File: src/rtl/hasher_selftest_seq.sv
// hasher_selftest_seq
//
// Built-in known-answer self-test for the serial hasher array. On start it
// loads every core with the same known-answer work unit. Each core gets a
// start nonce a little below the golden nonce, so it hits the golden nonce
// after a few steps. The sequencer then watches each core's golden-nonce
// report and records pass or fail per core, with a RUN-cycle timeout.
//
// Ports
//   clk              system clock, rising edge
//   reset            asynchronous, active-high
//   start            level; begins a test when sampled in IDLE or DONE
//   load_out         one-cycle load strobe per core (LOAD state)
//   midstate_out     known-answer midstate (constant)
//   data_out         known-answer tail data (constant)
//   nonce_load_out   start nonce for core k in bits [32k+31:32k]
//   golden_valid_in  core k reports a found nonce
//   golden_nonce_in  reported nonce, core k slice
//   busy             high in LOAD and RUN
//   done             high in DONE
//   pass_mask        core reported the golden nonce
//   fail_mask        core reported a wrong nonce or timed out
//   elapsed_out      RUN-cycle count at the final decision, or at timeout
module hasher_selftest_seq #(
  parameter int            NUM_CORES      = 2,
  parameter logic [255:0]  MIDSTATE       = 256'h85a24391639705f42f64b3b688df3d147445123c323e62143d87e1908b3f07ef,
  parameter logic [95:0]   DATA           = 96'hc513051a02a99050bfec0373,
  parameter logic [31:0]   EXPECTED_NONCE = 32'h1afda099,
  parameter int            BACKOFF        = 2,
  parameter int            TIMEOUT_CYCLES = 4096
) (
  input  logic                      clk,
  input  logic                      reset,
  input  logic                      start,
  output logic [NUM_CORES-1:0]      load_out,
  output logic [255:0]              midstate_out,
  output logic [95:0]               data_out,
  output logic [32*NUM_CORES-1:0]   nonce_load_out,
  input  logic [NUM_CORES-1:0]      golden_valid_in,
  input  logic [32*NUM_CORES-1:0]   golden_nonce_in,
  output logic                      busy,
  output logic                      done,
  output logic [NUM_CORES-1:0]      pass_mask,
  output logic [NUM_CORES-1:0]      fail_mask,
  output logic [15:0]               elapsed_out
);

  typedef enum logic [1:0] {S_IDLE, S_LOAD, S_RUN, S_DONE} state_t;

  localparam logic [15:0] LAST_CYCLE = 16'(TIMEOUT_CYCLES - 1);

  state_t                    state, state_nx;
  logic [15:0]               cnt, cnt_nx;
  logic [NUM_CORES-1:0]      load_nx, pass_nx, fail_nx;
  logic [NUM_CORES-1:0]      match, fresh, decided;
  logic [32*NUM_CORES-1:0]   nonce_nx;
  logic                      busy_nx, done_nx;
  logic [15:0]               elapsed_nx;

  // Core k starts BACKOFF+k below the golden nonce (mod 2^32), so every
  // core must step through at least BACKOFF nonces before hitting it.
  function automatic logic [32*NUM_CORES-1:0] start_nonces();
    logic [32*NUM_CORES-1:0] v;
    v = '0;
    for (int k = 0; k < NUM_CORES; k++) begin
      v[32*k +: 32] = EXPECTED_NONCE - 32'(BACKOFF) - 32'(k);
    end
    return v;
  endfunction

  assign midstate_out = MIDSTATE;
  assign data_out     = DATA;

  always_comb begin
    for (int k = 0; k < NUM_CORES; k++) begin
      match[k] = (golden_nonce_in[32*k +: 32] == EXPECTED_NONCE);
    end
  end

  // Only the first report of a core counts; decided cores are masked off.
  assign fresh = golden_valid_in & ~(pass_mask | fail_mask);

  always_comb begin
    state_nx   = state;
    cnt_nx     = cnt;
    load_nx    = '0;
    nonce_nx   = nonce_load_out;
    busy_nx    = busy;
    done_nx    = done;
    pass_nx    = pass_mask;
    fail_nx    = fail_mask;
    elapsed_nx = elapsed_out;
    decided    = '0;
    case (state)
      S_IDLE, S_DONE: begin
        if (start) begin
          state_nx   = S_LOAD;
          load_nx    = '1;
          nonce_nx   = start_nonces();
          busy_nx    = 1'b1;
          done_nx    = 1'b0;
          pass_nx    = '0;
          fail_nx    = '0;
          elapsed_nx = '0;
          cnt_nx     = '0;
        end
      end
      S_LOAD: begin
        state_nx = S_RUN;
        cnt_nx   = '0;
      end
      S_RUN: begin
        pass_nx = pass_mask | (fresh & match);
        fail_nx = fail_mask | (fresh & ~match);
        decided = pass_nx | fail_nx;
        cnt_nx  = cnt + 16'd1;
        // This cycle's reports are folded in before the timeout forces the
        // remaining cores to fail; when all are decided ~decided is zero.
        if ((&decided) || (cnt == LAST_CYCLE)) begin
          fail_nx    = fail_nx | ~decided;
          elapsed_nx = cnt;
          state_nx   = S_DONE;
          busy_nx    = 1'b0;
          done_nx    = 1'b1;
        end
      end
      default: state_nx = S_IDLE;
    endcase
  end

  always_ff @(posedge clk or posedge reset) begin
    if (reset) begin
      state          <= S_IDLE;
      cnt            <= '0;
      load_out       <= '0;
      nonce_load_out <= '0;
      busy           <= 1'b0;
      done           <= 1'b0;
      pass_mask      <= '0;
      fail_mask      <= '0;
      elapsed_out    <= '0;
    end else begin
      state          <= state_nx;
      cnt            <= cnt_nx;
      load_out       <= load_nx;
      nonce_load_out <= nonce_nx;
      busy           <= busy_nx;
      done           <= done_nx;
      pass_mask      <= pass_nx;
      fail_mask      <= fail_nx;
      elapsed_out    <= elapsed_nx;
    end
  end

endmodule

File: config.mk
export PLATFORM = sky130hd
export DESIGN_NAME = hasher_selftest_seq
export DESIGN_NICKNAME = d
export VERILOG_FILES = /design/src/rtl/hasher_selftest_seq.sv
export SDC_FILE = /design/constraint.sdc
export NUM_CORES = 1
export LEC_CHECK = 0
export CORE_AREA = 4 4 198 200
export DETAILED_ROUTE_END_ITERATION = 16
export DIE_AREA = 0 0 202 204
export GPL_TIMING_DRIVEN = 1
export PLACE_DENSITY_LB_ADDON = 0.08
export SLEW_MARGIN = 20
export SYNTH_ARGS = -nofsm -noshare
export SYNTH_HDL_FRONTEND = slang
export SYNTH_SLANG_ARGS = --single-unit
File: constraint.sdc
create_clock -name clk -period 2.85 [get_ports clk]
set_input_delay 0.57 -clock clk [delete_from_list [all_inputs] [get_ports clk]]
set_output_delay 0.57 -clock clk [all_outputs]
set_load 0.005 [all_outputs]
* Word-level counts from Yosys, hierarchy flattened
Index checks and enable logic that the tools add are counted.
** Storage, ports and cells
- Bits in latches :: 0
- Memories kept :: 0
- Flip-flop bits (word level) :: 43
- Memory bits (writable) :: 0
- Input bits :: 69
- Memory bits (read-only) :: 0
** Cells by class
- Magnitude comparators :: 0
- Divide/modulo/power cells :: 0
- Reductions and logical operators :: 9
- Add/sub/neg operators :: 1
- Shifts and indexed selects :: 0
- Multipliers :: 0
- Multiplexer cells :: 19
- Bitwise logic cells :: 11
- Eq/ne operators :: 8
** Operators with widths (count)
- 32-bit by 29-bit equality test with 1-bit output, second input constant :: 2
- 16-bit one-hot mux with 3 select lines :: 1
- 16-bit two-way mux :: 2
- 16-bit one-hot mux with 2 select lines :: 1
- 16-bit by 1-bit adder with 16-bit output, second input constant :: 1
- 16-bit by 12-bit equality test with 1-bit output, second input constant :: 1
- 2-bit two-way mux :: 6
- 2-bit bitwise OR :: 5
- 2-bit one-hot mux with 2 select lines :: 2
- 2-bit AND reduction :: 4
- 2-bit bitwise AND :: 3
- 2-bit inverter :: 3
- 2-bit one-hot mux with 3 select lines :: 1
- 2-bit equality test, second input constant :: 2
- 1-bit two-way mux :: 4
- 2-bit != test, second input constant :: 2
- 1-bit one-hot mux with 2 select lines :: 2
- 3-bit AND reduction :: 1
- 2-bit by 1-bit equality test with 1-bit output, second input constant :: 1
- 2-bit logical NOT :: 1
- 2-bit nonzero test :: 1
- 2-bit OR reduction :: 1
- 1-bit logical OR :: 1

* Logic depth before layout (Yosys ltp)
Gate-level depths: netlist of the first run.
- Word-level depth :: 10
- Depth in mapped cells :: 8
- Gate-level depth less buffers :: 6

* Worst setup path before layout of the first run
Ideal clock, no wire load.
- Path type :: reg2reg
- Start point :: reg state[0]
- End point :: reg cnt[13]
- Library setup time :: 0.078 ns
- Cell stages (with the launch flop) :: 8
- Arrival time :: 1.965 ns
- Path buffers :: 1
- Path slack :: 0.808 ns
- Path through :: dfrtp_1 inv_1 ha_1 nor2b_1 or4_1 buf_2 or3_1 a21oi_1
** Between the ends
- Word-level cells in the longest chain between the ends :: 3
- Elaborated cells between the ends (all ways) :: 7
** RTL lines
- start: declaration :: line 52 : state_t state, state_nx;
- start signal: assignment :: line 143 : state <= state_nx;
- 2-bit equality test or 2-bit logical NOT (tied branches) :: line 94 : case (state)
- 2-bit OR reduction :: line 94
- 16-bit one-hot mux with 3 select lines or 2-bit != test (tied branches)
- end signal: assignment :: line 144 : cnt <= cnt_nx;
- end: declaration :: line 53 : logic [15:0] cnt, cnt_nx;
Several ways; a longest one is shown, not always the timed one.
A chain may end at the register's enable or synchronous reset.

* Worst setup path after layout of the first run
Ends and elaborated chain as after synthesis.

==> results of run 1 <==
==> cells in the final DEF, fill, tap and decap left out, drive strengths merged, types with 3 or more instances in the layout <==
master	instances
a21oi	8
or3	6
nor4	3
o21ai	12
mux2i	19
nand3	8
clkdlybuf4s50	125
conb	383
nor3	8
nand4	7
ha	3
dfrtp	42
or4	3
nor4b	6
nand2	30
nor4bb	6
nor2	8
buf	8
o22ai	3
inv	26
clkbuf	7
==> layer usage <==
metal	up-vias	wire (µm)
met5	-	0
met4	0	86
met3	5	1350
met2	230	7860
met1	1439	5060
li1	1462	-
==> worst max path at each step <==
stage	endpoint	slack (ns)
finish	cnt[13]$_DFFE_PP0P_	0.51
global route	cnt[13]$_DFFE_PP0P_	0.39
CTS	cnt[13]$_DFFE_PP0P_	0.48
detailed placement	cnt[15]$_DFFE_PP0P_	0.20
global placement	cnt[15]$_DFFE_PP0P_	0.24
floorplan	cnt[13]$_DFFE_PP0P_	0.81
==> through the flow <==
| step | hold slack [ns] | worst slack (ns) |
|---|---|---|
| 6_report | 0.470 | 0.507 |
| 3_3_place_gp | 0.456 | 0.242 |
| 2_1_floorplan | 0.471 | 0.808 |
| 5_1_grt | 0.488 | 0.386 |
| 3_5_place_dp | 0.464 | 0.195 |
| 4_1_cts | 0.481 | 0.481 |
==> cell type report <==
type	instances	area [µm²]	share of cell area, %
clock buffer	7	143	2.48
tap	511	639	11.1
timing repair buffer	133	1350	23.4
multi-input combinational	535	2480	43.0
sequential	42	1050	18.2
clock inverter	1	5.00	0.0869
inverter	26	97.6	1.69
==> sequential cells by signal, summed over array words and instances, names as in the netlist <==
signal and cells:
state 2, cnt 16, nonce_load_out 1, load_out 1, done 1, busy 1, elapsed_out 16, fail_mask 2
pass_mask 2
==> cells by family (layout without fill, tap and decap cells) <==
logic type	count (synthesis)	count (layout)	synth area share, %
buffers and inverters	449	167	60.9
DFF	42	42	19.6
AOI/OAI and AO/OA	34	34	4.30
xor gates and xnor gates	2	2	0.327
and+or+nand+nor	94	94	10.5
other	2	383	0.140
muxes	19	19	3.55
adders and majority gates	3	3	0.702
==> critical path: stages (launching register included) <==
cell and delay, ns:
dfrtp_1 0.35, inv_1 0.06, ha_1 0.35, nor2b_1 0.26, or4_1 0.70, or3_1 0.39, a21oi_1 0.15
==> power groups by stage <==
stage	logic (mW)	clock network, mW	registers [mW]
4_1_cts	0.854	0.637	0.711
5_1_grt	0.942	0.659	0.717
6_report	0.837	0.606	0.705
2_1_floorplan	0.823	0	0.702
3_5_place_dp	0.854	0	0.721
3_3_place_gp	0.854	0	0.719
==> results.json, run 1 <==
{
  "status": "complete, no violations",
  "drt_iter0_drc": 56,
  "ctsResizeCount": 0,
  "rows": 71,
  "track_usage_pct": 5.89,
  "rr_worst_depth": 6,
  "max_freq_ghz": 0.427,
  "grt_util_met2_pct": 11.3,
  "busiest_layer": "met2",
  "dieHeight_um": 204,
  "p_int_mw": 1.33,
  "grtUsageMet1_pct": 6.64,
  "netlist_instances": 645,
  "r2r_start": "state[0]$_DFFE_PP0P_",
  "stdcell_count": 1255,
  "dp_cells": 1247,
  "io_pins": 509,
  "period_minus_slack_ns": 2.34,
  "placed_area_mm2": 0.00561,
  "rrSetupSlack_ns": 0.51,
  "ctsRootBufferMaster": "clkbuf_16",
  "cts_tree": "yes",
  "cp-end-kind": "register",
  "hold-path-endpoint": "nonce_load_out[0]$_DFFE_PP0P_",
  "postRouteWirelength_um": 14400,
  "hp-class": "reg2reg",
  "clockPowerShare_pct": 28.2,
  "clock_path_buffers": 2,
  "leakage_nw": 2.86,
  "coreArea_mm2": 0.0374,
  "setup_violations": 0,
  "grt_use_met3_pct": 1.48,
  "fillCellCount": 4238,
  "worstMarginPinSlew_ns": 0.630,
  "vdd_drop_max_mv": 0.179,
  "relSlewSlack_pct": 57.9,
  "synth_most_common_cell": "buf_4",
  "rsz0062_at_grt": "no",
  "clock_latency_ns": 0.29,
  "synth_edf_count": 0,
  "drc": 0,
  "ys.warnings.count": 0,
  "numPortBuffers": 125,
  "hold_viol": 0,
  "drv_cap": 0,
  "synth_top_area_share_pct": 58.4,
  "drive_above_1_share_pct": 3.23,
  "antenna_found_initial": 0,
  "grt_pass1_vias": 2601,
  "ys_seq_area_share_pct": 19.6,
  "fin_area_mm2": 0.00576,
  "finClkSkew_ns": 0.00701,
  "cts.sinks": 42,
  "overflow": 0,
  "post-cts-setup-buffer-count": 0,
  "fp.dieArea_mm2": 0.0412,
  "firstDrtPassIters": 4,
  "ys_seq_elements": 42,
  "h-tree-depth": 2,
  "critPathMaxFanout": 9,
  "cts_buffers": 5,
  "diodes": 0,
  "comb_power_share_pct": 39.0,
  "gp_congestion": 0.653,
  "ant_nets": 0,
  "die_width_um": 202,
  "cts.reportedPaths.clkPinSlew_ns": 0.07,
  "cp.required_ns": 3.06,
  "finalNetCount": 815,
  "area.growth.synth_to_final_pct": 7.65,
  "crit_start": "state[0]$_DFFE_PP0P_",
  "path_class": "reg2reg",
  "final_max_slew_viol_count": 0,
  "route.vias.total": 3136,
  "r2r-end": "cnt[13]$_DFFE_PP0P_",
  "grt_max_degree": 34,
  "arrival_ns": 2.55,
  "final.period_utilization_pct": 82.2,
  "synth_ff_type": "dfrtp_1",
  "power.density_mw_per_mm2": 373,
  "fin_tns_setup_ns": 0,
  "yosysTopAreaCell": "buf_4",
  "dpl.hpwl_um": 12300,
  "netlist_area_mm2": 0.00535,
  "hold_path_depth": 1,
  "hold_start": "nonce_load_out[0]$_DFFE_PP0P_",
  "p_switching_uw": 816,
  "ys_types": 42,
  "ys_top_cells_by_count": "buf_4, dfrtp_1, nand2_1, inv_1, mux2i_1",
  "cts-hold-fix-buffers": 0,
  "routed_via_density": 2.50,
  "detail_route.wl_per_cell_um": 11.4,
  "cp-start-kind": "register",
  "swShare_pct": 38.0,
  "seq_power_share_pct": 32.8,
  "synth_area_leaders": "buf_4, dfrtp_1, mux2i_1",
  "grt_first_pass_wirelength_um": 18300,
  "async_flop_share_pct": 100,
  "start_util_pct": 14.3,
  "avgSynthCellArea_um2": 8.30,
  "design_power_total_mw": 2.15,
  "final_util_pct": 15.4
}
(Power assumes the default switching activity.)
==> run 2: changes to the inputs <==
- clock period: 2.85 -> 2.35 ns (I/O delays scaled with it)
==> run 2 against run 1 <==
Effect of this change:
- combinational power grew 25%
- routed wire length decreased by 0.39%
- maximum frequency rose by 6.4%
- clock power grew 22%
- via count increased by 0.38%
- register-to-register slack worse by 0.36 ns
- design area rose by 1.4%
- sequential cell count did not move
- die area unchanged
- critical path depth unchanged
- non-clock buffer count rose by 9
==> results.json, run 2 (synthesis gave the netlist of run 1 again) <==
{
  "status": "complete, no violations",
  "detail_route.wl_per_cell_um": 11.3,
  "io_pins": 509,
  "vdd_drop_max_mv": 0.250,
  "drt_iter0_drc": 85,
  "cp.required_ns": 2.57,
  "final_common_cell": "conb_1",
  "h-tree-depth": 2,
  "hp-class": "in2async",
  "stdcell_count": 1264,
  "grt_first_pass_wirelength_um": 18700,
  "cts_buffers": 5,
  "finClkSkew_ns": 0.00854,
  "drc": 0,
  "diodes": 0,
  "coreArea_mm2": 0.0374,
  "final_max_slew_viol_count": 0,
  "firstDrtPassIters": 4,
  "cts-hold-fix-buffers": 0,
  "placed_area_mm2": 0.00569,
  "routed_via_density": 2.49,
  "power.density_mw_per_mm2": 455,
  "fp.dieArea_mm2": 0.0412,
  "hold_viol": 0,
  "fin_area_mm2": 0.00584,
  "die_width_um": 202,
  "dp_cells": 1256,
  "cts.reportedPaths.clkPinSlew_ns": 0.07,
  "area.growth.synth_to_final_pct": 9.14,
  "critPathMaxFanout": 7,
  "rsz0062_at_grt": "no",
  "gp_congestion": 0.650,
  "final.period_utilization_pct": 93.7,
  "cp-end-kind": "register",
  "drive_above_1_share_pct": 4.38,
  "ant_nets": 0,
  "path_class": "reg2reg",
  "start_util_pct": 14.3,
  "cp-start-kind": "register",
  "cts_tree": "yes",
  "max_freq_ghz": 0.454,
  "postRouteWirelength_um": 14300,
  "route.vias.total": 3148,
  "period_minus_slack_ns": 2.20,
  "finalNetCount": 824,
  "ctsRootBufferMaster": "clkbuf_16",
  "numPortBuffers": 125,
  "clock_path_buffers": 2,
  "grt_max_degree": 33,
  "track_usage_pct": 5.98,
  "reg.largest.list": "cnt x16, elapsed_out x16",
  "grt_pass1_vias": 2720,
  "arrival_ns": 2.42,
  "cts.sinks": 42,
  "clock_latency_ns": 0.30,
  "dpl.hpwl_um": 12500,
  "ctsResizeCount": 0,
  "dieHeight_um": 204,
  "drv_cap": 0,
  "post-cts-setup-buffer-count": 0,
  "setup_violations": 0,
  "leakage_nw": 2.91,
  "rows": 71,
  "antenna_found_initial": 0,
  "overflow": 0,
  "most-common-layout-cells": "conb_1, clkdlybuf4s50_1, dfrtp_1"
}
[run 2: worst max-delay path, cell delays in order (launching register included)]
cell and delay, ns:
dfrtp_1 0.36, inv_1 0.07, ha_1 0.33, nor2b_1 0.18
or4_1 0.66, or3_1 0.39, a21oi_1 0.14
[run 2: area by class of cell]
cell class | instances | area (µm²)
fillers | 4251 | 31600
multi-input cells | 535 | 2480
repair buffers | 142 | 1430
flip-flops and latches | 42 | 1050
well taps | 511 | 639
clock buffers | 7 | 143
inverters | 26 | 97.6
clock inverters | 1 | 5.00
[run 2: report_power, final]
part,switching (mW),leakage [nW],total [mW],internal [mW]
clock,0.316,0.0739,0.739,0.423
sequential,0.0703,0.565,0.862,0.792
combinational,0.614,2.27,1.05,0.440
[run 2: final timing paths]
| path | from | to | slack, ns | cells past startpoint |
|---|---|---|---|---|
| max | state[0]$_DFFE_PP0P_ | cnt[13]$_DFFE_PP0P_ | 0.15 | 6 |
| min | reset | done$_DFFE_PP0P_ | 0.49 | 2 |
| max reg2reg | state[0]$_DFFE_PP0P_ | cnt[13]$_DFFE_PP0P_ | 0.15 | 6 |
| min reg2reg | done$_DFFE_PP0P_ | done$_DFFE_PP0P_ | 0.49 | 2 |
| max in group asynchronous | reset | fail_mask[0]$_DFFE_PP0P_ | 1.35 | 3 |
| min in group clk | done$_DFFE_PP0P_ | done$_DFFE_PP0P_ | 0.49 | 2 |
[run 2: per-stage QoR]
stage / hold WS [ns] / TNS, ns / utilization (%) / setup slack [ns] / power, mW
floorplan: 0.471 / 0 / - / 0.308 / 1.85
global placement: 0.476 / -0.0282 / 15.2 / -0.0222 / 1.96
detailed placement: 0.479 / -0.0954 / 15.2 / -0.0370 / 1.94
CTS: 0.497 / 0 / 15.6 / 0.139 / 2.71
global route: 0.531 / 0 / 15.6 / 0.0562 / 2.86
finish: 0.487 / 0 / 15.6 / 0.147 / 2.65
[run 2: layer usage]
layer  global-route usage [%]  part of all wire (%)  vias up
li1                         -                     -     1485
met1                     6.96                    36     1435
met2                     11.0                    54      219
met3                     1.52                   9.3        9
met4                     1.32                  0.77        0
met5                        0                     0        -
